===== config.mk =====
export PLATFORM = sky130hd
export DESIGN_NAME = alu_sequencer
export DESIGN_NICKNAME = d
export VERILOG_FILES = /design/src/rtl/alu_seq_pkg.sv /design/src/rtl/alu_seq_regfile.sv /design/src/rtl/alu_sequencer.sv
export SDC_FILE = /design/constraint.sdc
export NUM_CORES = 1
export LEC_CHECK = 0
export BUFFER_PORTS_ARGS = -buffer_cell sky130_fd_sc_hd__buf_2
export CELL_PAD_IN_SITES_DETAIL_PLACEMENT = 2
export CELL_PAD_IN_SITES_GLOBAL_PLACEMENT = 2
export CORE_MARGIN = 3
export CORE_UTILIZATION = 34
export DETAILED_ROUTE_END_ITERATION = 8
export PLACE_DENSITY_LB_ADDON = 0.08
export SETUP_SLACK_MARGIN = 0.3
export SKIP_CTS_REPAIR_TIMING = 1
export SLEW_MARGIN = 10
export SYNTH_ARGS = -nofsm -noshare
export SYNTH_HDL_FRONTEND = slang
export SYNTH_HIERARCHICAL = 1
export SYNTH_SLANG_ARGS = --single-unit

===== constraint.sdc =====
create_clock -name clk -period 2.08 [get_ports clk]
set_input_delay 0 -clock clk [delete_from_list [all_inputs] [get_ports clk]]
set_output_delay 0 -clock clk [all_outputs]
set_load 0.02 [all_outputs]

===== src/rtl/alu_seq_pkg.sv =====
// alu_seq_pkg: shared types and constants for the ALU sequencer.
// Condition codes are only consumed when ALU_SEQ_COND_EN is defined.
package alu_seq_pkg;

    typedef enum logic [1:0] {
        ST_IDLE = 2'd0,
        ST_EXEC = 2'd1,
        ST_RESP = 2'd2
    } state_t;

    // Bit positions inside the 4-bit {C,V,N,Z} flag word
    localparam int unsigned FLAG_C = 3;
    localparam int unsigned FLAG_V = 2;
    localparam int unsigned FLAG_N = 1;
    localparam int unsigned FLAG_Z = 0;

    // Condition codes for conditional execution
    localparam logic [1:0] COND_ALWAYS = 2'd0;
    localparam logic [1:0] COND_Z      = 2'd1;
    localparam logic [1:0] COND_C      = 2'd2;
    localparam logic [1:0] COND_N      = 2'd3;

    // True when the instruction should execute given the current flag register
    function automatic logic cond_pass(input logic [1:0] cond, input logic [3:0] flags);
        logic pass;
        case (cond)
            COND_ALWAYS: pass = 1'b1;
            COND_Z:      pass = flags[FLAG_Z];
            COND_C:      pass = flags[FLAG_C];
            default:     pass = flags[FLAG_N];
        endcase
        return pass;
    endfunction

endpackage


===== src/rtl/alu_seq_regfile.sv =====
// alu_seq_regfile: NREGS x 8-bit register file, two asynchronous read
// ports and one synchronous write port, cleared by asynchronous reset.
module alu_seq_regfile #(
    parameter int unsigned NREGS = 4,
    localparam int unsigned AW = (NREGS > 1) ? $clog2(NREGS) : 1
) (
    input  logic          clk,
    input  logic          rst,
    input  logic [AW-1:0] ra_addr_i,
    output logic [7:0]    ra_data_o,
    input  logic [AW-1:0] rb_addr_i,
    output logic [7:0]    rb_data_o,
    input  logic          we_i,
    input  logic [AW-1:0] wa_i,
    input  logic [7:0]    wd_i
);

    logic [7:0] regs_q [NREGS];

    // Storage: cleared on reset, single write per cycle
    always_ff @(posedge clk or posedge rst) begin
        if (rst) begin
            for (int unsigned i = 0; i < NREGS; i++) begin
                regs_q[i] <= '0;
            end
        end else if (we_i) begin
            regs_q[wa_i] <= wd_i;
        end
    end

    assign ra_data_o = regs_q[ra_addr_i];
    assign rb_data_o = regs_q[rb_addr_i];

endmodule


===== src/rtl/alu_sequencer.sv =====
// alu_sequencer: issues one instruction at a time to an external ALU,
// writes the result back to a local register file and presents it on a
// valid/ready response port. IDLE -> EXEC -> RESP, 3 cycles minimum.
// Optional conditional execution is enabled by defining ALU_SEQ_COND_EN,
// which adds the in_cond port.
module alu_sequencer
    import alu_seq_pkg::*;
#(
    parameter int unsigned NREGS = 4,
    localparam int unsigned AW = (NREGS > 1) ? $clog2(NREGS) : 1
) (
    input  logic          clk,
    input  logic          rst,
    input  logic          in_valid,
    output logic          in_ready,
    input  logic [2:0]    in_op,
    input  logic [AW-1:0] in_rd,
    input  logic [AW-1:0] in_ra,
    input  logic [AW-1:0] in_rb,
    input  logic          in_imm_sel,
    input  logic [7:0]    in_imm,
`ifdef ALU_SEQ_COND_EN
    input  logic [1:0]    in_cond,
`endif
    output logic [7:0]    alu_a,
    output logic [7:0]    alu_b,
    output logic [2:0]    alu_op,
    input  logic [7:0]    alu_y,
    input  logic          alu_c,
    input  logic          alu_v,
    input  logic          alu_n,
    input  logic          alu_z,
    output logic          res_valid,
    input  logic          res_ready,
    output logic [7:0]    res_data,
    output logic [3:0]    res_flags,
    output logic          res_skip
);

    state_t        state_q;
    logic          ready_q;
    logic [7:0]    alu_a_q;
    logic [7:0]    alu_b_q;
    logic [2:0]    alu_op_q;
    logic [AW-1:0] rd_q;
    logic          skip_q;
    logic [3:0]    flags_q;
    logic [7:0]    res_data_q;
    logic [3:0]    res_flags_q;
    logic          res_skip_q;
    logic          res_valid_q;

    logic          cond_ok;
    logic [AW-1:0] rf_ra_addr;
    logic [7:0]    rf_ra_data;
    logic [7:0]    rf_rb_data;
    logic          rf_we;
    logic [3:0]    alu_flags;

`ifdef ALU_SEQ_COND_EN
    assign cond_ok = cond_pass(in_cond, flags_q);
`else
    assign cond_ok = 1'b1;
`endif

    assign alu_flags = {alu_c, alu_v, alu_n, alu_z};

    // Port A follows in_ra while idle and is re-targeted to rd during EXEC,
    // so a skipped instruction can report the untouched destination value.
    assign rf_ra_addr = (state_q == ST_EXEC) ? rd_q : in_ra;
    assign rf_we      = (state_q == ST_EXEC) && !skip_q;

    alu_seq_regfile #(
        .NREGS (NREGS)
    ) u_regfile (
        .clk       (clk),
        .rst       (rst),
        .ra_addr_i (rf_ra_addr),
        .ra_data_o (rf_ra_data),
        .rb_addr_i (in_rb),
        .rb_data_o (rf_rb_data),
        .we_i      (rf_we),
        .wa_i      (rd_q),
        .wd_i      (alu_y)
    );

    // Sequencer FSM with all externally visible outputs registered
    always_ff @(posedge clk or posedge rst) begin
        if (rst) begin
            state_q     <= ST_IDLE;
            ready_q     <= 1'b0;
            alu_a_q     <= '0;
            alu_b_q     <= '0;
            alu_op_q    <= '0;
            rd_q        <= '0;
            skip_q      <= 1'b0;
            flags_q     <= '0;
            res_data_q  <= '0;
            res_flags_q <= '0;
            res_skip_q  <= 1'b0;
            res_valid_q <= 1'b0;
        end else begin
            case (state_q)
                ST_IDLE: begin
                    ready_q <= 1'b1;
                    if (in_valid && ready_q) begin
                        alu_a_q  <= rf_ra_data;
                        alu_b_q  <= in_imm_sel ? in_imm : rf_rb_data;
                        alu_op_q <= in_op;
                        rd_q     <= in_rd;
                        skip_q   <= !cond_ok;
                        ready_q  <= 1'b0;
                        state_q  <= ST_EXEC;
                    end
                end
                ST_EXEC: begin
                    if (skip_q) begin
                        res_data_q  <= rf_ra_data;
                        res_flags_q <= flags_q;
                        res_skip_q  <= 1'b1;
                    end else begin
                        res_data_q  <= alu_y;
                        flags_q     <= alu_flags;
                        res_flags_q <= alu_flags;
                        res_skip_q  <= 1'b0;
                    end
                    res_valid_q <= 1'b1;
                    state_q     <= ST_RESP;
                end
                ST_RESP: begin
                    if (res_ready) begin
                        res_valid_q <= 1'b0;
                        ready_q     <= 1'b1;
                        state_q     <= ST_IDLE;
                    end
                end
                default: begin
                    state_q <= ST_IDLE;
                end
            endcase
        end
    end

    assign in_ready  = ready_q;
    assign alu_a     = alu_a_q;
    assign alu_b     = alu_b_q;
    assign alu_op    = alu_op_q;
    assign res_valid = res_valid_q;
    assign res_data  = res_data_q;
    assign res_flags = res_flags_q;
    assign res_skip  = res_skip_q;

endmodule


==> reports/qor.yml, run 1 <==
path_cells: "inv_2, nor2_4, mux2_4, mux4_2, mux2_4"
tightest_slew_ns: 0.5150
dieHeight_um: 102.7
place_ws_ns: 0.1259
synth.area.top_cells: "dfrtp_1 54%, mux2_2 17%, mux4_2 11%"
tns_ns: 0
synth_nets: 230
drv_cap: 0
ys.warnings.count: 6
fin_ws_ns: 0.2000
cts_sinks: 69
via_per_inst: 4.971
grt_pass1_wl_mm: 12.47
ant_nets: 0
cts_buffers: 9
ys_ff_latch: 69
core_area_um2: 8891
place.gp.congestion: 0.6456
critPathLaunchType: "register"
criticalPathCategory: "register to register"
status: "finished with violations"
io_buffers: 66
cpMostUsedCell: "mux2_4"
row_count: 34
antenna_cells: 0
cts_buffer_depth: 2
rsz0062_at_grt: "true"
first_pass_iters: 4
fin_crit_ns: 1.880
cpLargestDelayFamily: "multiplexers"
fmax_ghz: 0.5319
initial_core_util_pct: 35.74
critPathBufInv: 1
holdCritPathClass: "input pin to register"
worstPathRequired_ns: 2.30
area_growth_pct: 30.63
relSlewSlack_pct: 65.67
crit_fanout: 8
insertion_delay_ns: 0.34
setup_viol_count_final: 0
async_flop_share_pct: 100.0
peakVddDrop_mv: 0.6363
wl_mm: 8.286
synth_edf_count: 0
powerDensity_nw_per_um2: 1593
cts-root-buf: "clkbuf_8"
vias: 2048
maxSlewViolCount: 0
synthFlopType: "dfrtp_1"
track_usage_pct: 16.05
worstSetupEndpointType: "register"
yosysTopAreaCellShare_pct: 54.33
synth_area_per_cell_um2: 16.21
clock_skew_ns: 0.01139
hpwl_mm: 5.516
drtIter0Drc: 34
clk_pin_slew_ns: 0.07
fin_crit_sh_pct: 90.38
grt_pass1_vias: 2140
critical_path_arrival_ns: 2.10
grt_max_degree: 37
io_pins: 68
seq_area_frac_synth_pct: 54.33
max_stage_delay_ns: 0.45
violations: "hold timing"
antenna_found_initial: 0
hold_viol: 1
grt_overflow: 0
critPathSlowestCell: "mux4_2"
synth.cell_area_um2: 3178
drive_above_1_share_pct: 60.53
syn_inst: 196
yosys.cell_types.count: 22
htree_levels: 3
hold_ws_ns: -0.02751
wl_per_cell_um: 20.11
p_leak_nw: 1.863
synth_top_area_cell: "dfrtp_1"
cts_tree: "yes"
fp.dieW_um: 102.7
fp.dieArea_um2: 10540
nets: 334
drc: 0
-- report_power, final --
| part | internal (mW) | switching (mW) | leakage, nW |
|---|---|---|---|
| registers | 2.04 | 0.496 | 0.808 |
| clock network | 0.768 | 0.509 | 0.115 |
| logic | 1.50 | 1.30 | 0.941 |
| total | 4.31 | 2.30 | 1.86 |
-- sequential cells by signal (all words and copies together), names as in the netlist --
| signal | cells |
|---|---|
| u_regfile/regs_q | 32 |
| alu_a | 8 |
| alu_b | 8 |
| res_data | 8 |
| res_flags | 4 |
| alu_op | 3 |
| rd_q | 2 |
| state_q | 2 |
| in_ready | 1 |
| res_valid | 1 |
-- metal layers --
layer	share of wire, %	up-vias	GRT usage [%]
li1	-	925	-
met1	45	1074	21.58
met2	51	45	26.07
met3	3.6	4	4.533
met4	0.51	0	3.330
met5	0	-	0
-- placed cells by master (no fill, tap or decap), types with 2 or more instances in the layout --
cell and n:
clkbuf_8 12, buf_4 12, mux4_2 16, inv_1 3, buf_2 66, a21oi_1 3
dlygate4sd3_1 25, bufinv_16 2, mux2i_1 8, nand3b_2 2, nor2_1 9, dfrtp_1 68
mux2_4 12, a21oi_2 8, mux2_2 47
-- synth_stat cells (3+ instances only) --
cell type and number:
dfrtp_1 69, mux2i_1 8, a21oi_2 8, a21oi_1 3, mux4_2 16, nor2_1 9
buf_6 3, inv_1 4, buf_1 3, mux2_2 48, mux2_4 11
-- layout make-up --
| class | instances | area [µm²] |
|---|---|---|
| Inverter | 4 | 15.01 |
| Multi-Input combinational cell | 113 | 1370 |
| Sequential cell | 69 | 1728 |
| Timing Repair Buffer | 103 | 670.6 |
| Fill cell | 865 | 4740 |
| Clock buffer | 12 | 165.2 |
| Clock inverter | 3 | 67.56 |
| Tap cell | 108 | 135.1 |
-- through the flow --
stage / utilization (%) / instance area (µm²) / hold slack (ns) / power, mW / cells
2_1_floorplan: - / 3188 / 0.1162 / 4.469 / 196
3_3_place_gp: 40.74 / 3622 / -0.1449 / 5.152 / 366
3_5_place_dp: 40.74 / 3622 / -0.1395 / 5.289 / 366
4_1_cts: 43.36 / 3855 / -0.5118 / 6.591 / 381
5_1_grt: 46.69 / 4151 / 0.002143 / 7.047 / 412
6_report: 46.69 / 4151 / -0.02751 / 6.612 / 412
-- kinds of logic (layout without fill, tap and decap cells) --
| kind of cell | Yosys count | in the layout | share of synthesized area (%) |
|---|---|---|---|
| compound gates | 12 | 12 | 2.913 |
| buf+inv | 14 | 122 | 2.677 |
| flops | 69 | 69 | 54.33 |
| mux | 83 | 83 | 36.06 |
| other cells | 1 | 1 | 0.1180 |
| simple gates | 17 | 17 | 3.898 |
-- worst paths after layout --
check | end | depth (start not counted) | slack (ns) | startpoint
max in group asynchronous | state_q[1] | 4 | 1.29 | rst
min in group asynchronous | res_data[2] | 3 | 0.09 | rst
setup reg to reg | alu_a[4] | 5 | 0.20 | state_q[0]
hold / removal | alu_b[7] | 3 | -0.03 | in_imm[7]
setup / recovery | alu_a[4] | 5 | 0.20 | state_q[0]
hold reg to reg | state_q[1] | 1 | 0.50 | state_q[0]
-- worst reg2reg max path: stages (launching register included) --
cell and delay (ns):
dfrtp_1 0.39, inv_2 0.07, nor2_4 0.18, mux2_4 0.41, mux4_2 0.45, mux2_4 0.27
Note: power is estimated with default switching activity, not from simulation.
==> run 2, diff against run 1 <==
--- a/config.mk
+++ b/config.mk
@@ -11,7 +11,7 @@
 export CORE_MARGIN = 3
 export CORE_UTILIZATION = 34
 export DETAILED_ROUTE_END_ITERATION = 8
-export PLACE_DENSITY_LB_ADDON = 0.08
+export PLACE_DENSITY_LB_ADDON = 0.1
 export SETUP_SLACK_MARGIN = 0.3
 export SKIP_CTS_REPAIR_TIMING = 1
 export SLEW_MARGIN = 10
==> run 2 against run 1 <==
Effect of this change: the run still ends with hold timing left; count of clock-buffer cells in the layout stayed put; routed wire length is 4.0% lower; worst setup slack better by 0.029 ns; sequential share of layout area is 1.3 points higher; sequential power hardly changed; largest cell class unchanged; largest power group unchanged; highest routed layer unchanged.
==> reports/qor.yml, run 2 (synthesized netlist as in run 1, its figures left out) <==
status: "finished with violations"
violations: "hold timing"
antenna_found_initial: 0  # unchanged
powerDensity_nw_per_um2: 1573  # -1.2%
insertion_delay_ns: 0.33  # about the same
grtUsageMet1_pct: 21.92  # +0.34 points
fmax_ghz: 0.5403  # +1.6%
worstPathRequired_ns: 2.29  # about the same
cts-root-buf: "clkbuf_8"
io_buffers: 66  # unchanged
grtUsageMet3_pct: 2.842  # -1.7 points
core_area_um2: 8891  # unchanged
grt_pass1_wl_mm: 12.15  # -2.6%
ant_nets: 0  # unchanged
place_ws_ns: 0.1949  # +0.06905 ns
cts_buffers: 9  # unchanged
wl_per_cell_um: 19.73  # -1.9%
via_per_inst: 5.007  # +0.74%
maxSlewViolCount: 0  # unchanged
holdCritPathClass: "input pin to register"
fp.dieArea_um2: 10540  # unchanged
peakVddDrop_mv: 0.5882  # -7.6%
vias: 2018  # -1.5%
cts_tree: "yes"
power.net_switching_mw: 2.240  # -2.8%
drv_cap: 0  # unchanged
initial_core_util_pct: 35.74  # unchanged
p_int_mw: 4.090  # -5.0%
area_growth_pct: 26.61
largest_reg_flops: 32  # unchanged
rsz0062_at_grt: "true"
clock_skew_ns: 0.01225  # +0.0008565 ns
cts_buffer_depth: 2  # unchanged
nets: 326  # -2.4%
setup_viol_count_final: 0  # unchanged
worstSetupEndpointType: "register"
p_leak_nw: 1.805  # -3.1%
cts_sinks: 69  # unchanged
critPathLaunchType: "register"
power.share.clock_pct: 16.7  # -2.6 points
fin_crit_sh_pct: 88.98  # -1.4 points
place.gp.congestion: 0.6755  # +4.6%
grt.busiest_layer: "met2"
met2_usage_pct: 24.73  # -1.3 points
dieHeight_um: 102.7  # unchanged
first_pass_iters: 4  # unchanged
top_register: "u_regfile/regs_q"
criticalPathCategory: "register to register"
fin_crit_ns: 1.851  # -0.02912 ns
row_count: 34  # unchanged
hold_ws_ns: -0.01749  # +0.01002 ns
fin_ws_ns: 0.2292  # +0.02912 ns
p_sw_share_pct: 35.39  # +0.54 points
htree_levels: 3  # unchanged
antenna_cells: 0  # unchanged
clk_pin_slew_ns: 0.08  # about the same
drive_above_1_share_pct: 60.68  # +0.15 points
final_cell_mix: "68 x dfrtp_1, 66 x buf_2, 47 x mux2_2, 19 x dlygate4sd3_1, 16 x mux4_2"
grt_overflow: 0  # unchanged
drtIter0Drc: 41  # +21%
crit_fanout: 8  # unchanged
hpwl_mm: 5.437  # -1.4%
io_pins: 68  # unchanged
wl_mm: 7.952  # -4.0%
hold_viol: 4  # +3
track_usage_pct: 15.71  # -0.33 points
tns_ns: 0  # unchanged
grt_max_degree: 35  # -5.4%
p_seq_share_pct: 39.5  # +1.2 points
drc: 0  # unchanged
final_common_cell: "dfrtp_1"
comb_power_share_pct: 43.8  # +1.4 points
grt_pass1_vias: 2192  # +2.4%
critical_path_arrival_ns: 2.06  # -0.04 ns
fp.dieW_um: 102.7  # unchanged
reg2reg_setup_slack_ns: 0.23  # +0.03 ns
## run 2: changes by cell type in the layout (fill, tap and decap cells not counted)
cell           change
clkbuf_8           -2
buf_4              -2
dlygate4sd3_1      -6
clkbuf_1           +2
clkinvlp_4         -1
bufinv_16          -1
clkinv_2           +1
## run 2: area by class of cell
class                           instances  area, µm²
Inverter                                4      15.01
Fill cell                             881       4867
Multi-Input combinational cell        113       1370
Clock buffer                           12      145.1
Timing Repair Buffer                   95      595.6
Clock inverter                          2      35.03
Tap cell                              108      135.1
Sequential cell                        69       1728
## run 2: through the flow
stage | instance area (µm²) | utilization [%] | hold WS, ns | total power, mW | instances
floorplan | 3188 | - | 0.1162 | 4.469 | 196
global placement | 3630 | 40.82 | -0.08554 | 5.158 | 367
detailed placement | 3630 | 40.82 | -0.08334 | 5.272 | 367
CTS | 3810 | 42.85 | -0.4480 | 6.364 | 381
global route | 4024 | 45.26 | 0.001794 | 6.760 | 403
finish | 4024 | 45.26 | -0.01749 | 6.330 | 403
## run 2: path summary, 6_finish.rpt
path | start | to | cells after the start
setup / recovery | state_q[0] | alu_a[4] | 5
hold / removal | in_imm[4] | alu_b[4] | 3
setup reg to reg | state_q[0] | alu_a[4] | 5
hold reg to reg | res_data[7] | res_data[7] | 1
max in group asynchronous | rst | state_q[1] | 4
min in group asynchronous | rst | res_data[7] | 3
## run 2: routing by layer
metal / vias up / share of wire (%) / wire (µm)
met5: - / 0 / 0
met1: 1055 / 47 / 3760
met2: 46 / 48 / 3800
li1: 909 / - / -
met3: 8 / 3.7 / 297
met4: 0 / 1.2 / 94
## run 2: power groups by stage
stage          combinational (mW)  sequential [mW]  clock [mW]
6_report                     2.77             2.50        1.06
5_1_grt                      2.99             2.61        1.16
4_1_cts                      2.75             2.51        1.10
3_5_place_dp                 2.74             2.53           0
3_3_place_gp                 2.65             2.51           0
2_1_floorplan                1.66             2.81           0
## run 2: critical path, cell delays in order, from the launching register on
cell and delay [ns]:
dfrtp_1 0.38, inv_2 0.06, nor2_4 0.16, mux2_4 0.41, mux4_2 0.45, mux2_4 0.27
==> run 3, diff against run 2 <==
--- a/config.mk
+++ b/config.mk
@@ -12,6 +12,7 @@
 export CORE_UTILIZATION = 34
 export DETAILED_ROUTE_END_ITERATION = 8
 export PLACE_DENSITY_LB_ADDON = 0.1
+export RECOVER_POWER = 25
 export SETUP_SLACK_MARGIN = 0.3
 export SKIP_CTS_REPAIR_TIMING = 1
 export SLEW_MARGIN = 10
==> run 3 against run 2 <==
Effect of this change: the flow still finishes with violations (hold timing); largest cell class unchanged; via count is 0.50% lower; global-route usage stayed put; utilization is 0.14 points lower; first-iteration DRC count decreased by 15%; count of clock-buffer cells in the layout did not move; clock skew hardly changed; sequential power is essentially flat; highest routed layer unchanged; final cell count is the same; combinational power barely moved; routed wire length is 0.40% higher.
==> reports/qor.yml, run 3 (synthesized netlist as in run 1, its figures left out) <==
status: "finished with violations"
violations: "hold timing"
top_register: "u_regfile/regs_q"
antenna_cells: 0  # unchanged
wl_per_cell_um: 19.81  # +0.40%
cts_tree: "yes"
io_pins: 68  # unchanged
critical_path_arrival_ns: 2.06  # about the same
power.total_mw: 6.315  # -0.24%
placed_area_um2: 3630  # unchanged
peakVddDrop_mv: 0.5888  # +0.11%
nets: 326  # unchanged
cts-root-buf: "clkbuf_8"
antenna_found_initial: 0  # unchanged
hold_ws_ns: -0.01510  # +0.002387 ns
setup_viol_count_final: 0  # unchanged
p_leak_nw: 1.784  # -1.2%
ant_nets: 0  # unchanged
criticalPathCategory: "register to register"
io_buffers: 66  # unchanged
area_growth_pct: 26.22
clock_skew_ns: 0.01184  # -0.0004100 ns
cts_sinks: 69  # unchanged
fin_crit_sh_pct: 88.77  # -0.21 points
maxSlewViolCount: 0  # unchanged
rsz0062_at_grt: "true"
grt_max_degree: 35  # unchanged
fp.dieArea_um2: 10540  # unchanged
insertion_delay_ns: 0.33  # about the same
dieHeight_um: 102.7  # unchanged
place.gp.congestion: 0.6755  # unchanged
tightest_slew_ns: 0.8269
largest_reg_flops: 32  # unchanged
fmax_ghz: 0.5416  # +0.24%
clk_pin_slew_ns: 0.08  # about the same
drc: 0  # unchanged
final_common_cell: "dfrtp_1"
num-fill-cells: 883  # +0.23%
min_path_cells: 3  # unchanged
grt_pass1_vias: 2192  # unchanged
grt_pass1_wl_mm: 12.15  # unchanged
grt_overflow: 0  # unchanged
drive_above_1_share_pct: 57.97  # -2.7 points
cts_buffers: 9  # unchanged
design_area_um2: 4011  # -0.31%
hpwl_mm: 5.437  # unchanged
relSlewSlack_pct: 44.87
utilization_pct: 45.12  # -0.14 points
final_cell_mix: "68 x dfrtp_1, 58 x buf_2, 47 x mux2_2, 19 x dlygate4sd3_1, 16 x mux4_2"
first_pass_iters: 4  # unchanged
drv_cap: 0  # unchanged
worstPathRequired_ns: 2.29  # about the same
fin_crit_ns: 1.846  # -0.004374 ns
initial_core_util_pct: 35.74  # unchanged
holdCritPathClass: "input pin to register"
powerDensity_nw_per_um2: 1574  # about the same
core_area_um2: 8891  # unchanged
drtIter0Drc: 35  # -15%
via_per_inst: 4.983  # -0.50%
vias: 2008  # -0.50%
worstSetupEndpointType: "register"
htree_levels: 3  # unchanged
fp.dieW_um: 102.7  # unchanged
rr_worst_depth: 5  # unchanged
critPathLaunchType: "register"
track_usage_pct: 15.71  # unchanged
row_count: 34  # unchanged
tns_ns: 0  # unchanged
wl_mm: 7.984  # +0.40%
hold_viol: 4  # unchanged
cts_buffer_depth: 2  # unchanged
crit_fanout: 8  # unchanged
==> run 3: cell count changes in the layout (fill, tap and decap cells not counted), sizes merged <==
cell    delta
clkbuf     +9
buf        -9
==> run 3: layout make-up <==
class / instances / area, µm² / area share, %
flip-flops and latches: 69 / 1728 / 43.08
clock buffers: 12 / 145.1 / 3.618
clock inverters: 2 / 35.03 / 0.8734
inverters: 4 / 15.01 / 0.3743
well taps: 108 / 135.1 / 3.369
repair buffers: 95 / 583.1 / 14.54
multi-input cells: 113 / 1370 / 34.15
==> run 3: stage by stage <==
stage          instances  worst slack [ns]
2_1_floorplan        196            0.2295
3_3_place_gp         367            0.2541
4_1_cts              381            0.1470
6_report             403            0.2335
5_1_grt              403            0.1726
3_5_place_dp         367            0.1949
==> run 3: worst paths after layout <==
kind                       slack (ns)         from                   end
hold reg to reg                  0.50  res_data[7]           res_data[7]
setup reg to reg                 0.23   state_q[0]              alu_a[4]
max in group asynchronous        1.10          rst  u_regfile/regs_q[30]
setup / recovery                 0.23   state_q[0]              alu_a[4]
min in group asynchronous        0.10          rst           res_data[7]
hold / removal                  -0.02    in_imm[4]              alu_b[4]
==> run 3: report_power, final <==
part           switching (mW)  internal, mW  total (mW)
logic                    1.29          1.46        2.75
registers               0.469          2.04        2.50
clock network           0.483         0.574        1.06
total                    2.25          4.07        6.32
==> run 3: per-layer routing <==
metal,wire length (µm),track usage (%),vias up
met5,0,0,-
met4,75,5.449,0
met3,291,2.842,6
met2,3839,24.73,46
met1,3778,21.92,1049
li1,-,-,907
==> run 3: worst max-delay path: stages, from the launching register on <==
cell,delay (ns)
dfrtp_1,0.37
inv_2,0.06
nor2_4,0.16
mux2_4,0.41
mux4_2,0.45
mux2_4,0.27
